### config.mk
export PLATFORM = sky130hd
export DESIGN_NAME = convolutor_seq_ctrl_flat
export DESIGN_NICKNAME = d
export VERILOG_FILES = /design/src/rtl/convolutor_seq_ctrl_if.sv /design/src/rtl/convolutor_seq_ctrl.sv /design/src/flat_wrapper.sv
export SDC_FILE = /design/constraint.sdc
export NUM_CORES = 1
export LEC_CHECK = 0
export BUFFER_PORTS_ARGS = -buffer_cell sky130_fd_sc_hd__buf_2
export CAP_MARGIN = 10
export CORE_UTILIZATION = 25
export CTS_CLUSTER_DIAMETER = 150
export DETAILED_ROUTE_END_ITERATION = 6
export GPL_TIMING_DRIVEN = 0
export PLACE_DENSITY = 0.53
export SYNTH_ARGS = -nofsm -noshare
export SYNTH_HDL_FRONTEND = slang
export SYNTH_SLANG_ARGS = --single-unit
### constraint.sdc
create_clock -name clk -period 4.2 [get_ports clk]
set_clock_uncertainty 0.2 [all_clocks]
set_input_delay 1.05 -clock clk [delete_from_list [all_inputs] [get_ports clk]]
set_output_delay 1.05 -clock clk [all_outputs]
set_load 0.005 [all_outputs]
### src/rtl/convolutor_seq_ctrl_if.sv
// +--------------------------------------------------------------------+
// | convolutor_seq_ctrl_if: start/size control, X/Y read, Z write bus  |
// | Rev 1.0                                                            |
// +--------------------------------------------------------------------+
`default_nettype none

interface convolutor_seq_ctrl_if #(
    parameter int DATA_W = 8,
    parameter int ADDR_X = 5,
    parameter int ADDR_Y = 5,
    parameter int ADDR_Z = 6,
    parameter int ACC_W  = 2*DATA_W + ADDR_X
);
    logic              start_i;
    logic [ADDR_X:0]   size_x_i;
    logic [ADDR_Y:0]   size_y_i;
    logic [ADDR_X-1:0] mem_x_addr_o;
    logic              mem_x_rd_o;
    logic [DATA_W-1:0] mem_x_data_i;
    logic [ADDR_Y-1:0] mem_y_addr_o;
    logic              mem_y_rd_o;
    logic [DATA_W-1:0] mem_y_data_i;
    logic [ADDR_Z-1:0] z_addr_o;
    logic [ACC_W-1:0]  z_data_o;
    logic              z_write_o;
    logic              busy_o;
    logic              done_o;

    modport slave (
        input  start_i, size_x_i, size_y_i, mem_x_data_i, mem_y_data_i,
        output mem_x_addr_o, mem_x_rd_o, mem_y_addr_o, mem_y_rd_o,
               z_addr_o, z_data_o, z_write_o, busy_o, done_o
    );

    modport master (
        output start_i, size_x_i, size_y_i, mem_x_data_i, mem_y_data_i,
        input  mem_x_addr_o, mem_x_rd_o, mem_y_addr_o, mem_y_rd_o,
               z_addr_o, z_data_o, z_write_o, busy_o, done_o
    );
endinterface

`default_nettype wire

### src/rtl/convolutor_seq_ctrl.sv
// +--------------------------------------------------------------------+
// | convolutor_seq_ctrl: sequencer for 1-D convolution Z = X * Y       |
// | Rev 1.0                                                            |
// +--------------------------------------------------------------------+
`default_nettype none

module convolutor_seq_ctrl #(
    parameter int DATA_W = 8,
    parameter int ADDR_X = 5,
    parameter int ADDR_Y = 5,
    parameter int ADDR_Z = 6,
    parameter int RD_LAT = 1,
    parameter int ACC_W  = 2*DATA_W + ADDR_X
) (
    input  wire logic            clk,
    input  wire logic            rst_n,
    convolutor_seq_ctrl_if.slave bus
);
    localparam logic [2:0] S_IDLE  = 3'd0;
    localparam logic [2:0] S_SETUP = 3'd1;
    localparam logic [2:0] S_ISSUE = 3'd2;
    localparam logic [2:0] S_DRAIN = 3'd3;
    localparam logic [2:0] S_WRITE = 3'd4;
    localparam logic [2:0] S_DONE  = 3'd5;

    localparam int              CW       = ADDR_Z + 1;
    localparam logic [ADDR_X:0] NX_MAX   = {1'b1, {ADDR_X{1'b0}}};
    localparam logic [ADDR_Y:0] NY_MAX   = {1'b1, {ADDR_Y{1'b0}}};
    localparam logic [1:0]      DRN_LAST = 2'(RD_LAT - 1);

    logic [2:0]        state_q, state_d;
    logic [ADDR_X:0]   nx_q, nx_d;
    logic [ADDR_Y:0]   ny_q, ny_d;
    logic [ADDR_Z-1:0] i_q, i_d;
    logic [CW-1:0]     j_q, j_d;
    logic [1:0]        drn_q, drn_d;
    logic [RD_LAT-1:0] vld_q, vld_d;
    logic [ACC_W-1:0]  acc_q, acc_d;
    logic [ADDR_X-1:0] xaddr_q, xaddr_d;
    logic [ADDR_Y-1:0] yaddr_q, yaddr_d;
    logic [ADDR_Z-1:0] zaddr_q, zaddr_d;
    logic [ACC_W-1:0]  zdata_q, zdata_d;

    logic [CW-1:0]     w_nx, w_ny, w_i, w_i_nxt, w_jhi, w_jlo_nxt;
    logic [ADDR_X-1:0] w_xaddr;
    logic [ADDR_Y-1:0] w_yaddr;
    logic [DATA_W-1:0] w_x, w_y;
    logic [ACC_W-1:0]  w_prod;
    logic              w_issue, w_last_j, w_last_i;

    assign w_nx      = CW'(nx_q);
    assign w_ny      = CW'(ny_q);
    assign w_i       = CW'(i_q);
    assign w_i_nxt   = w_i + CW'(1);
    assign w_jhi     = (w_i < w_nx - CW'(1)) ? w_i : w_nx - CW'(1);
    // Lowest X index that still overlaps Y for the following output word
    assign w_jlo_nxt = (w_i_nxt + CW'(1) > w_ny) ? w_i_nxt + CW'(1) - w_ny : '0;
    assign w_last_j  = (j_q == w_jhi);
    assign w_last_i  = (w_i == w_nx + w_ny - CW'(2));
    assign w_issue   = (state_q == S_ISSUE);
    assign w_xaddr   = ADDR_X'(j_q);
    assign w_yaddr   = ADDR_Y'(w_i - j_q);
    assign w_x       = bus.mem_x_data_i;
    assign w_y       = bus.mem_y_data_i;
    assign w_prod    = ACC_W'(w_x) * ACC_W'(w_y);

    generate
        if (RD_LAT == 1) begin : g_vld_one
            assign vld_d = w_issue;
        end else begin : g_vld_pipe
            assign vld_d = {vld_q[RD_LAT-2:0], w_issue};
        end
    endgenerate

    always_ff @(posedge clk or negedge rst_n) begin
        if (!rst_n) begin
            state_q <= S_IDLE;
        end else begin
            state_q <= state_d;
        end
    end

    always_comb begin
        state_d = state_q;
        case (state_q)
            S_IDLE:  if (bus.start_i) state_d = S_SETUP;
            S_SETUP: state_d = (nx_q == '0 || ny_q == '0) ? S_DONE : S_ISSUE;
            S_ISSUE: if (w_last_j) state_d = S_DRAIN;
            S_DRAIN: if (drn_q == DRN_LAST) state_d = S_WRITE;
            S_WRITE: state_d = w_last_i ? S_DONE : S_ISSUE;
            S_DONE:  state_d = S_IDLE;
            default: state_d = S_IDLE;
        endcase
    end

    always_comb begin
        nx_d    = nx_q;
        ny_d    = ny_q;
        i_d     = i_q;
        j_d     = j_q;
        drn_d   = drn_q;
        acc_d   = acc_q;
        xaddr_d = xaddr_q;
        yaddr_d = yaddr_q;
        zaddr_d = zaddr_q;
        zdata_d = zdata_q;
        if (vld_q[RD_LAT-1]) acc_d = acc_q + w_prod;
        case (state_q)
            S_IDLE: begin
                if (bus.start_i) begin
                    nx_d = (bus.size_x_i > NX_MAX) ? NX_MAX : bus.size_x_i;
                    ny_d = (bus.size_y_i > NY_MAX) ? NY_MAX : bus.size_y_i;
                end
            end
            S_SETUP: begin
                i_d   = '0;
                j_d   = '0;
                acc_d = '0;
            end
            S_ISSUE: begin
                xaddr_d = w_xaddr;
                yaddr_d = w_yaddr;
                j_d     = j_q + CW'(1);
                drn_d   = '0;
            end
            S_DRAIN: drn_d = drn_q + 2'd1;
            S_WRITE: begin
                zaddr_d = i_q;
                zdata_d = acc_q;
                acc_d   = '0;
                i_d     = i_q + ADDR_Z'(1);
                j_d     = w_jlo_nxt;
            end
            default: ;
        endcase
    end

    always_ff @(posedge clk or negedge rst_n) begin
        if (!rst_n) begin
            nx_q    <= '0;
            ny_q    <= '0;
            i_q     <= '0;
            j_q     <= '0;
            drn_q   <= '0;
            vld_q   <= '0;
            acc_q   <= '0;
            xaddr_q <= '0;
            yaddr_q <= '0;
            zaddr_q <= '0;
            zdata_q <= '0;
        end else begin
            nx_q    <= nx_d;
            ny_q    <= ny_d;
            i_q     <= i_d;
            j_q     <= j_d;
            drn_q   <= drn_d;
            vld_q   <= vld_d;
            acc_q   <= acc_d;
            xaddr_q <= xaddr_d;
            yaddr_q <= yaddr_d;
            zaddr_q <= zaddr_d;
            zdata_q <= zdata_d;
        end
    end

    always_comb begin
        bus.mem_x_rd_o   = w_issue;
        bus.mem_y_rd_o   = w_issue;
        bus.mem_x_addr_o = w_issue ? w_xaddr : xaddr_q;
        bus.mem_y_addr_o = w_issue ? w_yaddr : yaddr_q;
        bus.z_write_o    = (state_q == S_WRITE);
        bus.z_addr_o     = (state_q == S_WRITE) ? i_q : zaddr_q;
        bus.z_data_o     = (state_q == S_WRITE) ? acc_q : zdata_q;
        bus.busy_o       = (state_q == S_SETUP) || (state_q == S_ISSUE) ||
                           (state_q == S_DRAIN) || (state_q == S_WRITE);
        bus.done_o       = (state_q == S_DONE);
    end
endmodule

`default_nettype wire

### src/flat_wrapper.sv
// flat-port wrapper written by rule: the top's interface ports become plain ports
module convolutor_seq_ctrl_flat 
#(
    parameter int DATA_W = 8,
    parameter int ADDR_X = 5,
    parameter int ADDR_Y = 5,
    parameter int ADDR_Z = 6,
    parameter int RD_LAT = 1,
    parameter int ACC_W  = 2*DATA_W + ADDR_X
)
  (clk, rst_n, bus_start_i, bus_size_x_i, bus_size_y_i, bus_mem_x_data_i, bus_mem_y_data_i, bus_mem_x_addr_o, bus_mem_x_rd_o, bus_mem_y_addr_o, bus_mem_y_rd_o, bus_z_addr_o, bus_z_data_o, bus_z_write_o, bus_busy_o, bus_done_o);
  convolutor_seq_ctrl_if #(.DATA_W(DATA_W), .ADDR_X(ADDR_X), .ADDR_Y(ADDR_Y), .ADDR_Z(ADDR_Z), .ACC_W(ACC_W)) bus_i ();
  input  wire logic clk;
  input  wire logic rst_n;
  input wire logic [$bits(bus_i.start_i)-1:0] bus_start_i;
  input wire logic [$bits(bus_i.size_x_i)-1:0] bus_size_x_i;
  input wire logic [$bits(bus_i.size_y_i)-1:0] bus_size_y_i;
  input wire logic [$bits(bus_i.mem_x_data_i)-1:0] bus_mem_x_data_i;
  input wire logic [$bits(bus_i.mem_y_data_i)-1:0] bus_mem_y_data_i;
  output wire logic [$bits(bus_i.mem_x_addr_o)-1:0] bus_mem_x_addr_o;
  output wire logic [$bits(bus_i.mem_x_rd_o)-1:0] bus_mem_x_rd_o;
  output wire logic [$bits(bus_i.mem_y_addr_o)-1:0] bus_mem_y_addr_o;
  output wire logic [$bits(bus_i.mem_y_rd_o)-1:0] bus_mem_y_rd_o;
  output wire logic [$bits(bus_i.z_addr_o)-1:0] bus_z_addr_o;
  output wire logic [$bits(bus_i.z_data_o)-1:0] bus_z_data_o;
  output wire logic [$bits(bus_i.z_write_o)-1:0] bus_z_write_o;
  output wire logic [$bits(bus_i.busy_o)-1:0] bus_busy_o;
  output wire logic [$bits(bus_i.done_o)-1:0] bus_done_o;
  assign bus_i.start_i = bus_start_i;
  assign bus_i.size_x_i = bus_size_x_i;
  assign bus_i.size_y_i = bus_size_y_i;
  assign bus_i.mem_x_data_i = bus_mem_x_data_i;
  assign bus_i.mem_y_data_i = bus_mem_y_data_i;
  assign bus_mem_x_addr_o = bus_i.mem_x_addr_o;
  assign bus_mem_x_rd_o = bus_i.mem_x_rd_o;
  assign bus_mem_y_addr_o = bus_i.mem_y_addr_o;
  assign bus_mem_y_rd_o = bus_i.mem_y_rd_o;
  assign bus_z_addr_o = bus_i.z_addr_o;
  assign bus_z_data_o = bus_i.z_data_o;
  assign bus_z_write_o = bus_i.z_write_o;
  assign bus_busy_o = bus_i.busy_o;
  assign bus_done_o = bus_i.done_o;
  convolutor_seq_ctrl #(.DATA_W(DATA_W), .ADDR_X(ADDR_X), .ADDR_Y(ADDR_Y), .ADDR_Z(ADDR_Z), .RD_LAT(RD_LAT), .ACC_W(ACC_W)) u_core (.clk(clk), .rst_n(rst_n), .bus(bus_i));
endmodule
Yosys cells after proc, flatten, opt, wreduce, memory -nomap -nowiden
Cells that the tools add are included.
{"block": "op_classes", "n_eq_ne": 10, "n_addsub": 11, "magnitude_cmp": 4, "mul": 1, "n_mux": 19, "reduce_logical": 15}
{"cell": "$mux W21", "count": 3}
{"cell": "$add A21 B16 Y21", "count": 1}
{"cell": "$pmux W7 S3", "count": 1}
{"cell": "$mux W6", "count": 3}
{"cell": "$mul A8 B8 Y16", "count": 1}
{"cell": "$mux W3", "count": 5}
{"cell": "$pmux W3 S5", "count": 1}
{"cell": "$add A7 B1 Y7 const B", "count": 2}
{"cell": "$mux W7", "count": 2}
{"cell": "$gt A6 B6 Y1 const B", "count": 2}
{"cell": "$logic_not A6 Y1", "count": 2}
{"cell": "$pmux W6 S2", "count": 1}
{"cell": "$mux W5", "count": 2}
{"cell": "$add A6 B1 Y7 const B", "count": 1}
{"cell": "$add A6 B6 Y7", "count": 1}
{"cell": "$eq A6 B7 Y1", "count": 1}
{"cell": "$eq A7 B7 Y1", "count": 1}
{"cell": "$gt A7 B6 Y1", "count": 1}
{"cell": "$lt A6 B7 Y1", "count": 1}
{"cell": "$sub A6 B1 Y7 const B", "count": 1}
{"cell": "$sub A7 B2 Y7 const B", "count": 1}
{"cell": "$sub A7 B6 Y7", "count": 1}
{"cell": "$add A6 B1 Y6 const B", "count": 1}
{"cell": "$eq A3 B2 Y1 const B", "count": 2}
{"cell": "15 further kinds", "count": 22}
{"block": "word_totals", "in_bits": 31, "wordCells": 72, "regBits": 89}

Longest topological paths before layout
Gate-level depths: netlist of run 1.
{"block": "depth", "ltp_word": 6, "ltp_mapped": 18, "mapped_depth_nobuf": 17}

Worst setup path before layout of run 1
OpenSTA, ideal clock, no wires.
{"block": "synth_path", "path_kind": "input port to flip-flop", "start": "in bus_mem_y_data_i[1]", "end": "reg u_core.acc_q[17]", "required_time_ns": 3.864, "arrival_time_ns": 5.116, "setup_slack_ns": -1.253, "stages": 17, "path_cell_list": "clkbuf_1 nand2_1 fa_1 inv_1 fa_1 inv_1 fa_1 fa_1 inv_1 ha_1 and3_1 a211oi_1 a2111oi_0 o31a_1 or3_1 nand3_1 a21oi_1"}
{"block": "synth_between", "elab_chain_cells": 4}
{"element": "start, declared", "line": "flat_wrapper.sv:19", "source": "input wire logic [$bits(bus_i.mem_y_data_i)-1:0] bus_mem_y_data_i;"}
{"element": "$mul A8 B8 Y16", "line": "convolutor_seq_ctrl.sv:65", "source": "assign w_prod = ACC_W'(w_x) * ACC_W'(w_y);"}
{"element": "$add A21 B16 Y21", "line": "convolutor_seq_ctrl.sv:107", "source": "if (vld_q[RD_LAT-1]) acc_d = acc_q + w_prod;"}
{"element": "$mux W21", "line": "convolutor_seq_ctrl.sv:107"}
{"element": "$mux W21", "line": "convolutor_seq_ctrl.sv:108", "source": "case (state_q)"}
{"element": "end signal, assigned", "line": "convolutor_seq_ctrl.sv:146", "source": "acc_q <= '0;"}
{"element": "end signal, assigned", "line": "convolutor_seq_ctrl.sv:158", "source": "acc_q <= acc_d;"}
{"element": "end, declared", "line": "convolutor_seq_ctrl.sv:38", "source": "logic [ACC_W-1:0] acc_q, acc_d;"}
No other way between the ends. The select of a mux whose other input is x is not followed.
A chain may end at the register's enable or synchronous reset.

Worst setup path after layout of run 1
{"block": "layout_path", "start": "in bus_mem_x_data_i[1]", "end": "reg u_core.acc_q[17]"}
{"block": "layout_between", "elab_chain_cells": 4}
{"element": "start, declared", "line": "flat_wrapper.sv:18", "source": "input wire logic [$bits(bus_i.mem_x_data_i)-1:0] bus_mem_x_data_i;"}
{"element": "$mul A8 B8 Y16", "line": "convolutor_seq_ctrl.sv:65"}
{"element": "$add A21 B16 Y21", "line": "convolutor_seq_ctrl.sv:107"}
{"element": "$mux W21", "line": "convolutor_seq_ctrl.sv:107"}
{"element": "$mux W21", "line": "convolutor_seq_ctrl.sv:108"}
No other way between the ends. The select of a mux whose other input is x is not followed.

==> out/results.ini, run 1 <==
[setup_path]
path_cells=buf_12 > and2_4 > fa_1 > fa_1 > fa_1 > inv_1 > fa_1 > inv_2 > ha_4 > and3_4 > a211oi_4 > a2111oi_4 > o31a_1 > or3_1 > nand3_2 > a21oi_2
critPathKind=primary input to flip-flop
crit_path_frequent_cell=fa_1
critPathMaxFanout=7
path_depth=16
cp-start-kind=primary input
reg2reg_depth=16
cpPeakStageDelay_ns=0.56
worst-path-buf-inv=3
cp-end-kind=flip-flop
path_delay_family=adder cells
cp_slowest_cell=fa_1
critPathRequiredTime_ns=4.20
crit_arrival_ns=5.09

[die]
initial_core_util_pct=25.6
dieWidth_um=177
die_y_um=177
num_rows=63
core-area_um2=29800
dieArea_um2=31200
io-pin-count=73

[detailed_routing]
antenna_left=0
vias=6102
routed_wl_um=19600
wire_per_inst_um=14.4
firstDrtPassIters=4
drc_errors=0
drtIter0Drc=211
via_per_inst=4.47

[grt]
grt_start_max_net_pins=69
groute.usage.overall_pct=13.1
grt-ovfl-total=0
antenna_found_initial=0
grt_pass1_vias=6262
grt_pass1_wl_um=32400

[run]
drv_cap=0

[synthesis]
synth_edf_count=0
yosysTopAreaCell=dfrtp_1
post-synth-top-area-fraction_pct=29.2
synthTopCellsByArea=dfrtp_1 29%, fa_1 14%, ha_1 12%
synth_cell_types=57
syn_avg_cell_area_um2=8.75
yosys_warnings=0
ys_seq_area_share_pct=29.2
synth_commonest_cells=141 x inv_1, 131 x nand2_1, 89 x dfrtp_1
synthesis.area_um2=7620
synthCells=871
synth_ff_type=dfrtp_1
async_flop_share_pct=100
synth.most_common_cell=inv_1
syn_nets=1027
synth-seq-cells=89

[layout]
diodes=0
drive_above_1_share_pct=19.8
regArea_um2=2230
fin_area_um2=9480
multi_input_area_um2=5090
fillers=3120
area_growth_pct=24.4
nets=1125

[cts]
cts_root_buf=clkbuf_16
cts_tree=yes
cts-htree-levels=3
clock_latency_ns=0.35
clk_path_buf_depth=2
clk_pin_slew_worst_paths_ns=0.07
clock_sinks=89
ctsHoldBuffers=0
cts_made_buffers=9

[sta]
hold_violations=0
finalSetupViolations=14
timing.max_slew.rel_slack_pct=48.4
max_freq_mhz=196
finalCritPeriodShare_pct=121
fin_crit_ns=5.09
rsz0062_at_grt=yes
worstMarginPinSlew_ns=0.775
whs_ns=0.277
layout_setup_ws_ns=-0.890
report.final.slew_viol_count=0

[pwr]
ir_drop_mv=0.420
power_density_nw_per_um2=766
p_leak_uw=0.00467

[run_status]
status=complete, but fails checks
violations=setup timing

[placed_design]
postPlaceCellArea_um2=8630
io_buffers=70
post-place-ws_ns=-1.37
dp_hpwl_um=15300
gp_congestion=0.803

[min_path]
min_path_type=flip-flop to flip-flop
min_path_cells=2

==> worst min-delay path, cell delays in order, from the launching register on <==
cell and delay, ns:
dfrtp_1 0.32, nand2_1 0.04, nand2_1 0.08
==> power breakdown <==
group          leakage, uW  internal (uW)  switching, uW  total [uW]
clock network     0.000145            470            369         840
registers          0.00119           1120            195        1320
logic              0.00333           2330           2770        5100
==> final cells by class <==
type                       count  share of cell area, %
multi-input combinational    610                   53.7
sequential                    89                   23.5
buffer                        31                   1.89
inverter                     141                   5.58
clock buffer                  10                   2.42
timing repair buffer          87                   6.98
clock inverter                 6                  0.792
tap                          390                   5.15
==> path summary, 6_finish.rpt <==
check                                      to                 from  slack [ns]
min reg2reg                u_core.zdata_q[19]   u_core.zdata_q[19]        0.28
max in group asynchronous   u_core.yaddr_q[4]                rst_n        2.73
min                        u_core.zdata_q[19]   u_core.zdata_q[19]        0.28
max                          u_core.acc_q[17]  bus_mem_x_data_i[1]       -0.89
min in group asynchronous  u_core.zdata_q[19]                rst_n        0.40
max reg2reg                  u_core.acc_q[17]      u_core.acc_q[6]       -0.44
==> state kept, by name (all words and copies together), names as in the netlist <==
signal / flops
u_core.acc_q: 21
u_core.ny_q: 6
u_core.nx_q: 6
u_core.i_q: 6
u_core.yaddr_q: 5
u_core.vld_q: 1
u_core.j_q: 7
u_core.state_q: 3
u_core.xaddr_q: 5
u_core.zdata_q: 21
u_core.zaddr_q: 6
u_core.drn_q: 2
==> per-stage QoR <==
step	setup TNS, ns	cells	utilization (%)	power [uW]
2_1_floorplan	-9.20	871	-	4660
3_3_place_gp	-15.43	1331	28.9	5710
3_5_place_dp	-15.56	1332	29.0	5750
4_1_cts	-8.66	1355	31.0	7060
5_1_grt	-10.62	1364	31.8	8010
6_report	-8.61	1364	31.8	7260
==> timing repair <==
action                                  CTS  global route
resized for setup                        66            48
setup buffers                             7            10
pin swaps                                35            39
endpoints found under the setup margin   15            15
==> layout by cell type, fill, tap and decap left out, drive strengths merged, types with 3 or more instances in the layout <==
cell type / netlist / routed
a21o: 11 / 11
fa: 53 / 53
a211oi: 6 / 6
buf: 8 / 97
dfrtp: 89 / 89
o31ai: 3 / 3
inv: 141 / 143
mux2i: 15 / 15
mux2: 3 / 3
and3: 4 / 4
nand2: 131 / 131
nand3: 14 / 14
a31oi: 8 / 8
and2: 38 / 38
nor3: 13 / 13
o21ai: 65 / 65
nor4: 3 / 3
nand4: 4 / 4
nand2b: 10 / 10
ha: 72 / 72
or3: 9 / 9
xor2: 14 / 14
o21a: 5 / 5
a22oi: 5 / 5
nor2: 39 / 39
a21oi: 24 / 24
xnor2: 24 / 24
nor2b: 3 / 3
o22ai: 3 / 3
clkbuf: 23 / 31
==> cell families (layout without fill, tap and decap cells) <==
| kind of cell | count (synthesis) | count (layout) | synth area share (%) |
|---|---|---|---|
| XOR/XNOR | 38 | 38 | 4.37 |
| AO/OA/AOI/OAI | 155 | 155 | 12.6 |
| buffers and inverters | 172 | 275 | 8.87 |
| flip-flops | 89 | 89 | 29.2 |
| multiplexers | 18 | 18 | 2.41 |
| AND/OR/NAND/NOR | 274 | 274 | 16.7 |
| adder cells (fa/ha/maj) | 125 | 125 | 25.8 |
==> routing by layer <==
metal | global-route usage (%) | wire [um] | vias to the layer above
li1 | - | - | 3040
met1 | 18.2 | 9350 | 2958
met2 | 21.4 | 9390 | 94
met3 | 1.94 | 751 | 10
met4 | 2.80 | 152 | 0
met5 | 0 | 0 | -
(Power assumes the default switching activity.)
==> inputs of run 2 (changes only) <==
--- a/config.mk
+++ b/config.mk
@@ -12,6 +12,7 @@
 export DETAILED_ROUTE_END_ITERATION = 6
 export GPL_TIMING_DRIVEN = 0
 export PLACE_DENSITY = 0.53
+export SETUP_SLACK_MARGIN = 0.15
 export SYNTH_ARGS = -nofsm -noshare
 export SYNTH_HDL_FRONTEND = slang
 export SYNTH_SLANG_ARGS = --single-unit
==> out/results.ini, run 2 (synthesis gave the netlist of run 1 again) <==
[grt]
grt_pass1_vias=6228  ; -0.54%
grt_start_max_net_pins=66  ; -4.3%
antenna_found_initial=0  ; unchanged
grt-ovfl-total=0  ; unchanged
groute.usage.overall_pct=13.2  ; +0.12 points
grt_pass1_wl_um=32500  ; +0.53%

[die]
dieArea_um2=31200  ; unchanged
dieWidth_um=177  ; unchanged
io-pin-count=73  ; unchanged
initial_core_util_pct=25.6  ; unchanged
core-area_um2=29800  ; unchanged
die_y_um=177  ; unchanged
num_rows=63  ; unchanged

[sta]
worstMarginPinSlew_ns=0.748  ; -0.0269 ns
rsz0062_at_grt=yes
layout_setup_ws_ns=-0.877  ; +0.0131 ns
report.final.slew_viol_count=0  ; unchanged
fin_setup_tns_ns=-8.60  ; +0.00870 ns
hold_violations=0  ; unchanged
finalSetupViolations=14  ; unchanged
finalCritPeriodShare_pct=121  ; -0.31 points
max_freq_mhz=197  ; +0.26%
timing.max_slew.rel_slack_pct=50.1  ; +1.8 points
whs_ns=0.278  ; +0.000250 ns
fin_crit_ns=5.08  ; -0.0131 ns

[run_status]
status=complete, but fails checks
violations=setup timing

[min_path]
min_path_type=flip-flop to flip-flop

[layout]
diodes=0  ; unchanged
area_growth_pct=24.3  ; about the same
nets=1130  ; +0.44%
fillers=3132  ; +0.38%
final_cell_mix=133 x inv_1, 123 x nand2_1, 89 x dfrtp_1
top_regs=u_core.acc_q (21), u_core.zdata_q (21), u_core.j_q (7)
layout_commonest_cell=inv_1
drive_above_1_share_pct=19.2  ; -0.61 points

[detailed_routing]
drc_errors=0  ; unchanged
via_per_inst=4.51  ; +0.73%
vias=6169  ; +1.1%
routed_wl_um=19700  ; +0.30%
antenna_left=0  ; unchanged
firstDrtPassIters=4  ; unchanged
drtIter0Drc=317  ; +50%
wire_per_inst_um=14.4  ; about the same

[pwr]
ir_drop_mv=0.398  ; -5.1%
p_leak_uw=0.00468  ; +0.41%
finalPower_uw=7310  ; +0.66%
power_density_nw_per_um2=772  ; +0.74%

[setup_path]
cp-start-kind=primary input
reg2reg_slack_ns=-0.41  ; +0.03 ns
critPathMaxFanout=7  ; unchanged
crit_path_frequent_cell=fa_1
worst-path-buf-inv=3  ; unchanged
cp-end-kind=flip-flop
path_cells=buf_12 > and2_4 > fa_1 > fa_1 > fa_1 > inv_2 > fa_1 > inv_2 > ha_4 > or3_4 > nor3_4 > a2111oi_4 > o31a_1 > o31ai_2 > xor2_1 > nor2_1
critPathKind=primary input to flip-flop
cpPeakStageDelay_ns=0.55  ; about the same
critPathRequiredTime_ns=4.22  ; +0.02 ns
cp_slowest_cell=fa_1
crit_arrival_ns=5.10  ; about the same
path_delay_family=adder cells

[cts]
cts_made_buffers=9  ; unchanged
cts_root_buf=clkbuf_16
cts-htree-levels=3  ; unchanged
clk_pin_slew_worst_paths_ns=0.07  ; about the same
clk_path_buf_depth=2  ; unchanged
clock_sinks=89  ; unchanged
clock_latency_ns=0.35  ; about the same
cts_tree=yes

[placed_design]
dp_hpwl_um=15300  ; +0.55%
io_buffers=70  ; unchanged
gp_congestion=0.793  ; -1.1%

[run]
drv_cap=0  ; unchanged

==> run 2: changes by cell type in the layout (fill, tap and decap cells not counted), moves of 3 or more <==
cell	delta
nand2_2	-3
buf_4	+6
inv_6	+3
and2_1	+3
nand2_1	+3
and2_4	-3
==> run 2: layer usage <==
metal / global-route usage, % / wire, um / up-vias
li1: - / - / 3044
met1: 18.5 / 9450 / 3017
met4: 2.51 / 214 / 0
met3: 2.52 / 737 / 17
met2: 21.1 / 9310 / 91
met5: 0 / 0 / -
==> run 2: timing repair <==
| item | in CTS | in global routing |
|---|---|---|
| hold buffers | 0 | 0 |
| setup buffers | 11 | 10 |
| pin swaps | 44 | 25 |
| setup endpoints to repair | 15 | 26 |
| resized for setup | 79 | 20 |
==> run 2: path summary, 6_finish.rpt <==
kind | from | to | depth (start not counted)
setup / recovery | bus_mem_x_data_i[4] | u_core.acc_q[19] | 16
min in group asynchronous | rst_n | u_core.zdata_q[19] | 1
setup reg to reg | u_core.acc_q[6] | u_core.acc_q[19] | 16
max in group asynchronous | rst_n | u_core.j_q[1] | 2
hold reg to reg | u_core.zaddr_q[5] | u_core.zaddr_q[5] | 2
hold / removal | u_core.zaddr_q[5] | u_core.zaddr_q[5] | 2
==> run 2: tightest hold or removal path, cell delays in order, from the launching register on <==
cell and delay [ns]:
dfrtp_1 0.32, nand2_1 0.04, nand2_1 0.08
==> run 2: through the flow <==
stage / setup WS, ns / instance area [um2] / std cells / utilization, %
floorplan: -0.920 / 7760 / 871 / -
global placement: -1.39 / 8600 / 1331 / 28.9
detailed placement: -1.41 / 8630 / 1332 / 29.0
CTS: -0.843 / 9310 / 1359 / 31.3
global route: -1.01 / 9470 / 1369 / 31.8
finish: -0.877 / 9470 / 1369 / 31.8
==> run 2: cell type report <==
| cell class | count | area, um2 | share of cell area (%) |
|---|---|---|---|
| timing repair buffer | 92 | 701 | 7.40 |
| multi-input combinational | 610 | 5050 | 53.3 |
| clock buffer | 10 | 239 | 2.52 |
| inverter | 141 | 529 | 5.59 |
| buffer | 31 | 179 | 1.89 |
| sequential | 89 | 2230 | 23.5 |
| clock inverter | 6 | 55.1 | 0.581 |
| tap | 390 | 488 | 5.15 |
==> run 2: power breakdown <==
| part | leakage (uW) | internal [uW] | total, uW | switching (uW) |
|---|---|---|---|---|
| Clock | 0.000146 | 432 | 813 | 381 |
| Combinational | 0.00335 | 2380 | 5180 | 2800 |
| Sequential | 0.00119 | 1120 | 1320 | 197 |
| Total | 0.00468 | 3930 | 7310 | 3380 |
